===== src/rtl/arith_pkg.sv =====
// Shared arithmetic-datapath package.
// Holds the multi-cycle FSM state type and the default operand geometry
// used by serial_subtractor_16b and the full_adder_16b benches.
package arith_pkg;

  typedef enum logic [1:0] {
    IDLE = 2'd0,
    RUN  = 2'd1,
    DONE = 2'd2
  } state_t;

  localparam int unsigned ARITH_WIDTH = 16;
  localparam int unsigned ARITH_DIGIT = 4;

endpackage


===== src/rtl/digit_adder.sv =====
// DIGIT-bit ripple-carry adder built from 1-bit full-adder cells.
// Ports:
//   a, b  [DIGIT-1:0]  addends
//   cin                carry in
//   sum   [DIGIT-1:0]  a + b + cin (low DIGIT bits)
//   cout               carry out of the top cell
module digit_adder #(
  parameter int unsigned DIGIT = 4
) (
  input  logic [DIGIT-1:0] a,
  input  logic [DIGIT-1:0] b,
  input  logic             cin,
  output logic [DIGIT-1:0] sum,
  output logic             cout
);

  logic [DIGIT:0] c;

  assign c[0] = cin;

  for (genvar i = 0; i < DIGIT; i++) begin : g_fa
    assign sum[i]   = a[i] ^ b[i] ^ c[i];
    assign c[i+1]   = (a[i] & b[i]) | (c[i] & (a[i] ^ b[i]));
  end

  assign cout = c[DIGIT];

endmodule


===== src/rtl/serial_subtractor_16b.sv =====
// Digit-serial two's-complement subtractor: diff = a - b (mod 2^WIDTH),
// borrow = (a < b) unsigned. Processes DIGIT bits per cycle as a + ~b + 1.
// Ports:
//   clk, rst             clock (rising edge), synchronous active-high reset
//   in_valid / in_ready  operand handshake (a minuend, b subtrahend)
//   out_valid / out_ready result handshake (diff, borrow)
module serial_subtractor_16b
  import arith_pkg::*;
#(
  parameter int unsigned WIDTH = ARITH_WIDTH,
  parameter int unsigned DIGIT = ARITH_DIGIT
) (
  input  logic             clk,
  input  logic             rst,
  input  logic             in_valid,
  output logic             in_ready,
  input  logic [WIDTH-1:0] a,
  input  logic [WIDTH-1:0] b,
  output logic             out_valid,
  input  logic             out_ready,
  output logic [WIDTH-1:0] diff,
  output logic             borrow
);

  localparam int unsigned N  = WIDTH / DIGIT;
  localparam int unsigned CW = $clog2(N) + 1;
  localparam logic [CW-1:0] CNT_LAST = CW'(N);

  if (WIDTH % DIGIT != 0) begin : g_bad_digit
    $error("serial_subtractor_16b: WIDTH must be a multiple of DIGIT");
  end

  state_t           state;
  logic [WIDTH-1:0] a_sh;
  logic [WIDTH-1:0] nb_sh;
  logic [WIDTH-1:0] res;
  logic             carry;
  logic [CW-1:0]    cnt;

  logic [DIGIT-1:0] dsum;
  logic             dcout;

  digit_adder #(.DIGIT(DIGIT)) u_digit_adder (
    .a    (a_sh[DIGIT-1:0]),
    .b    (nb_sh[DIGIT-1:0]),
    .cin  (carry),
    .sum  (dsum),
    .cout (dcout)
  );

  // RUN spends N cycles on digits and one more (cnt == N) committing the
  // result, so out_valid rises N+1 edges after the accepting edge.
  always_ff @(posedge clk) begin
    if (rst) begin
      state     <= IDLE;
      in_ready  <= 1'b1;
      out_valid <= 1'b0;
      diff      <= '0;
      borrow    <= 1'b0;
      a_sh      <= '0;
      nb_sh     <= '0;
      res       <= '0;
      carry     <= 1'b0;
      cnt       <= '0;
    end else begin
      unique case (state)
        IDLE: begin
          if (in_valid) begin
            a_sh     <= a;
            nb_sh    <= ~b;
            carry    <= 1'b1;
            cnt      <= '0;
            in_ready <= 1'b0;
            state    <= RUN;
          end
        end
        RUN: begin
          if (cnt == CNT_LAST) begin
            diff      <= res;
            borrow    <= ~carry;
            out_valid <= 1'b1;
            state     <= DONE;
          end else begin
            a_sh  <= a_sh >> DIGIT;
            nb_sh <= nb_sh >> DIGIT;
            res   <= {dsum, res[WIDTH-1:DIGIT]};
            carry <= dcout;
            cnt   <= cnt + 1'b1;
          end
        end
        DONE: begin
          if (out_ready) begin
            out_valid <= 1'b0;
            in_ready  <= 1'b1;
            state     <= IDLE;
          end
        end
        default: begin
          state     <= IDLE;
          in_ready  <= 1'b1;
          out_valid <= 1'b0;
        end
      endcase
    end
  end

endmodule


===== config.mk =====
export PLATFORM = sky130hd
export DESIGN_NAME = serial_subtractor_16b
export DESIGN_NICKNAME = d
export VERILOG_FILES = /design/src/rtl/arith_pkg.sv /design/src/rtl/digit_adder.sv /design/src/rtl/serial_subtractor_16b.sv
export SDC_FILE = /design/constraint.sdc
export NUM_CORES = 1
export LEC_CHECK = 0
export ABC_CLOCK_PERIOD_IN_PS = 2500
export BUFFER_PORTS_ARGS = -buffer_cell sky130_fd_sc_hd__clkbuf_2
export CAP_MARGIN = 30
export CORE_UTILIZATION = 47
export CTS_CLUSTER_DIAMETER = 50
export CTS_CLUSTER_SIZE = 16
export DETAILED_ROUTE_END_ITERATION = 10
export GPL_TIMING_DRIVEN = 1
export PLACE_DENSITY_LB_ADDON = 0.08
export SLEW_MARGIN = 10
export SYNTH_ARGS = -nofsm -noshare
export SYNTH_HDL_FRONTEND = slang
export SYNTH_SLANG_ARGS = --single-unit

===== constraint.sdc =====
create_clock -name clk -period 2.5 [get_ports clk]
set_input_delay 0.25 -clock clk [delete_from_list [all_inputs] [get_ports clk]]
set_output_delay 0.25 -clock clk [all_outputs]
set_load 0.01 [all_outputs]

==> reports/qor.yml <==
status: "completed"
ys_seq_elements: 73
io_pins: 55
drt_iter0_drc: 198
hold_class: "in -> reg"
max_cap_viol_count: 0
tritoncts: "done"
dp.cells: 427
cp-start-kind: "flip-flop"
synthFlopType: "dfxtp_1"
fin_crit_sh_pct: 86.5
total_leakage_power_uw: 0.00141
drt_first_pass_iters: 4
slew_headroom_pct: 48.6
cp-end-kind: "flip-flop"
via_per_inst: 5.36
wl_per_cell_um: 13.2
cts_setup_buffers: 0
cts_root_buf: "clkbuf_8"
postCtsHoldBufs: 0
track_usage_pct: 19.9
holdPathEnd: "nb_sh[13]$_SDFFE_PP0P_"
route.vias.total: 2374
critPathMaxFanout: 2
crit_arrival_ps: 2430
dp_slack_ps: 358
r2r-start: "a_sh[0]$_SDFFE_PP0P_"
clk_pin_slew_ps: 70
ys_types: 36
finalSetupViolations: 0
yosys_warnings: 0
stdcell_count: 443
finalPower_uw: 2570
cts_buffers: 9
grt_first_pass_wirelength_um: 9890
rsz0062_at_grt: "no"
r2r_slack_ps: 340
final-hold-violation-count: 0
die_y_um: 81.3
synth_edf_count: 0
die_area_sq_um: 6610
fin_worst_skew_ps: 8.39
area_growth_pct: 18.0
clock_latency_ps: 340
gp_congestion: 0.721
wl_um: 5830
synth_top_area_cell: "dfxtp_1"
portBuffers: 54
drc: 0
holdPathStages: 2
min_from: "b[13]"
final_area_sq_um: 3490
start_util_pct: 49.3
syn_nets: 358
slew_viol_final: 0
synth_top_area_share_pct: 49.4
fin_setup_tns_ps: 0
layout-drive-gt1-share_pct: 22.3
synthArstFlopShare_pct: 0
netlist_area_sq_um: 2960
syn_avg_cell_area_sq_um: 9.35
timing.final.ws_setup_ps: 336
clk_path_buf_depth: 2
grt_overflow_total: 0
place_area_sq_um: 3240
core_sq_um: 5990
finalCriticalPeriod_ps: 2160
antenna_found_initial: 0
cts_max_level: 3
ir_worst_vdd_v: 0.000416
worst_slew_pin_slew_ps: 765
max_freq_ghz: 0.462
critPathRequiredTime_ps: 2760
grt_pass1_vias: 2094
synth_cells: 316
num_rows: 28
post_cts_resized: 0
clock_sinks: 73
hpwl_um: 3930
yosysSeqAreaShare_pct: 49.4
layout.nets: 405
power.density_nw_per_um2: 737
criticalPathCategory: "reg -> reg"
n_antenna_cell: 0
grt_max_degree: 33
r2r_cells: 8
fp.dieW_um: 81.3
postRouteAntennaNets: 0
synthTopCellsByArea: "dfxtp_1 (49%), a21oi_1 (6.4%), nand2_1 (5.8%)"
r2r_end: "res[15]$_SDFFE_PP0P_"
-- power by group --
group	switching, uW	total, uW	internal [uW]
clock	418	1110	689
combinational	113	212	99.1
sequential	34.2	1250	1220
total	565	2570	2000
-- cell type report --
| cell class | count | area (sq um) |
|---|---|---|
| Fill cell | 556 | 2500 |
| Timing Repair Buffer | 62 | 330 |
| Multi-Input combinational cell | 210 | 1330 |
| Tap cell | 75 | 93.8 |
| Clock buffer | 11 | 141 |
| Clock inverter | 5 | 103 |
| Sequential cell | 73 | 1460 |
| Inverter | 7 | 27.5 |
-- worst max path at each step --
stage / startpoint / cells past startpoint / slack [ps] / endpoint
floorplan: a_sh[0]$_SDFFE_PP0P_ / 8 / 450 / res[15]$_SDFFE_PP0P_
global placement: a_sh[0]$_SDFFE_PP0P_ / 8 / 400 / res[15]$_SDFFE_PP0P_
detailed placement: a_sh[0]$_SDFFE_PP0P_ / 8 / 360 / res[15]$_SDFFE_PP0P_
CTS: a_sh[0]$_SDFFE_PP0P_ / 8 / 330 / res[15]$_SDFFE_PP0P_
global route: a_sh[0]$_SDFFE_PP0P_ / 8 / 230 / res[15]$_SDFFE_PP0P_
finish: a_sh[0]$_SDFFE_PP0P_ / 8 / 340 / res[15]$_SDFFE_PP0P_
-- through the flow --
| step | hold WS [ps] | util (%) |
|---|---|---|
| 2_1_floorplan | 338 | - |
| 3_3_place_gp | 423 | 54.2 |
| 3_5_place_dp | 426 | 54.2 |
| 4_1_cts | 58.1 | 58.2 |
| 5_1_grt | 70.9 | 58.2 |
| 6_report | 75.1 | 58.2 |
-- Yosys cell counts (2+ instances only) --
cell type and n:
a211oi_1 2, a21oi_1 38, a22o_1 4, a32o_1 12
buf_2 9, buf_4 3, buf_6 2, clkbuf_1 12
dfxtp_1 73, fa_1 4, ha_1 2, inv_1 6
mux2i_1 12, nand2_1 46, nand2b_1 15, nand3_1 16
nand4_1 2, nor2_1 7, nor3_1 3, o21ai_0 16
o21bai_1 2, o2bb2ai_1 16
-- critical path: stages (launching register included) --
cell,delay (ps)
dfxtp_1,330
fa_1,420
inv_1,70
fa_1,150
inv_1,50
fa_1,370
fa_1,490
nand3_1,70
a21oi_1,150
-- state kept, by name, indices dropped and copies added (netlist names) --
name       flops
diff          16
borrow         1
in_ready       1
cnt            3
carry          1
res           16
a_sh          16
state          2
nb_sh         16
out_valid      1
-- layer usage --
layer	vias to the layer above	share of wire, %	track usage [%]
met1	1089	50	26.4
met4	0	1.7	9.64
met3	9	4.0	4.04
met2	54	45	30.5
met5	-	0	0
li1	1222	-	-
-- cells by family (layout without fill, tap and decap cells) --
group / Yosys count / in the layout / synth area share (%)
AND/OR/NAND/NOR: 97 / 97 / 15.8
adder cells (fa/ha/maj): 6 / 6 / 3.56
multiplexers: 12 / 12 / 4.06
buffers and inverters: 33 / 85 / 5.50
AO/OA/AOI/OAI: 95 / 95 / 21.6
flip-flops: 73 / 73 / 49.4
-- layout by cell type, fill, tap and decap left out, types with 2 or more instances in the layout --
cell type	synthesis	final
a211oi_1	2	2
a21oi_1	38	38
a22o_1	4	4
a32o_1	12	12
buf_4	3	8
bufinv_16	0	3
clkbuf_2	0	54
clkbuf_8	0	10
clkinv_2	1	2
dfxtp_1	73	73
fa_1	4	4
ha_1	2	2
inv_1	6	6
mux2i_1	12	12
nand2_1	46	46
nand2b_1	15	15
nand3_1	16	16
nand4_1	2	2
nor2_1	7	7
nor3_1	3	3
o21ai_0	16	16
o21bai_1	2	2
o2bb2ai_1	16	16
(Power assumes the default switching activity.)
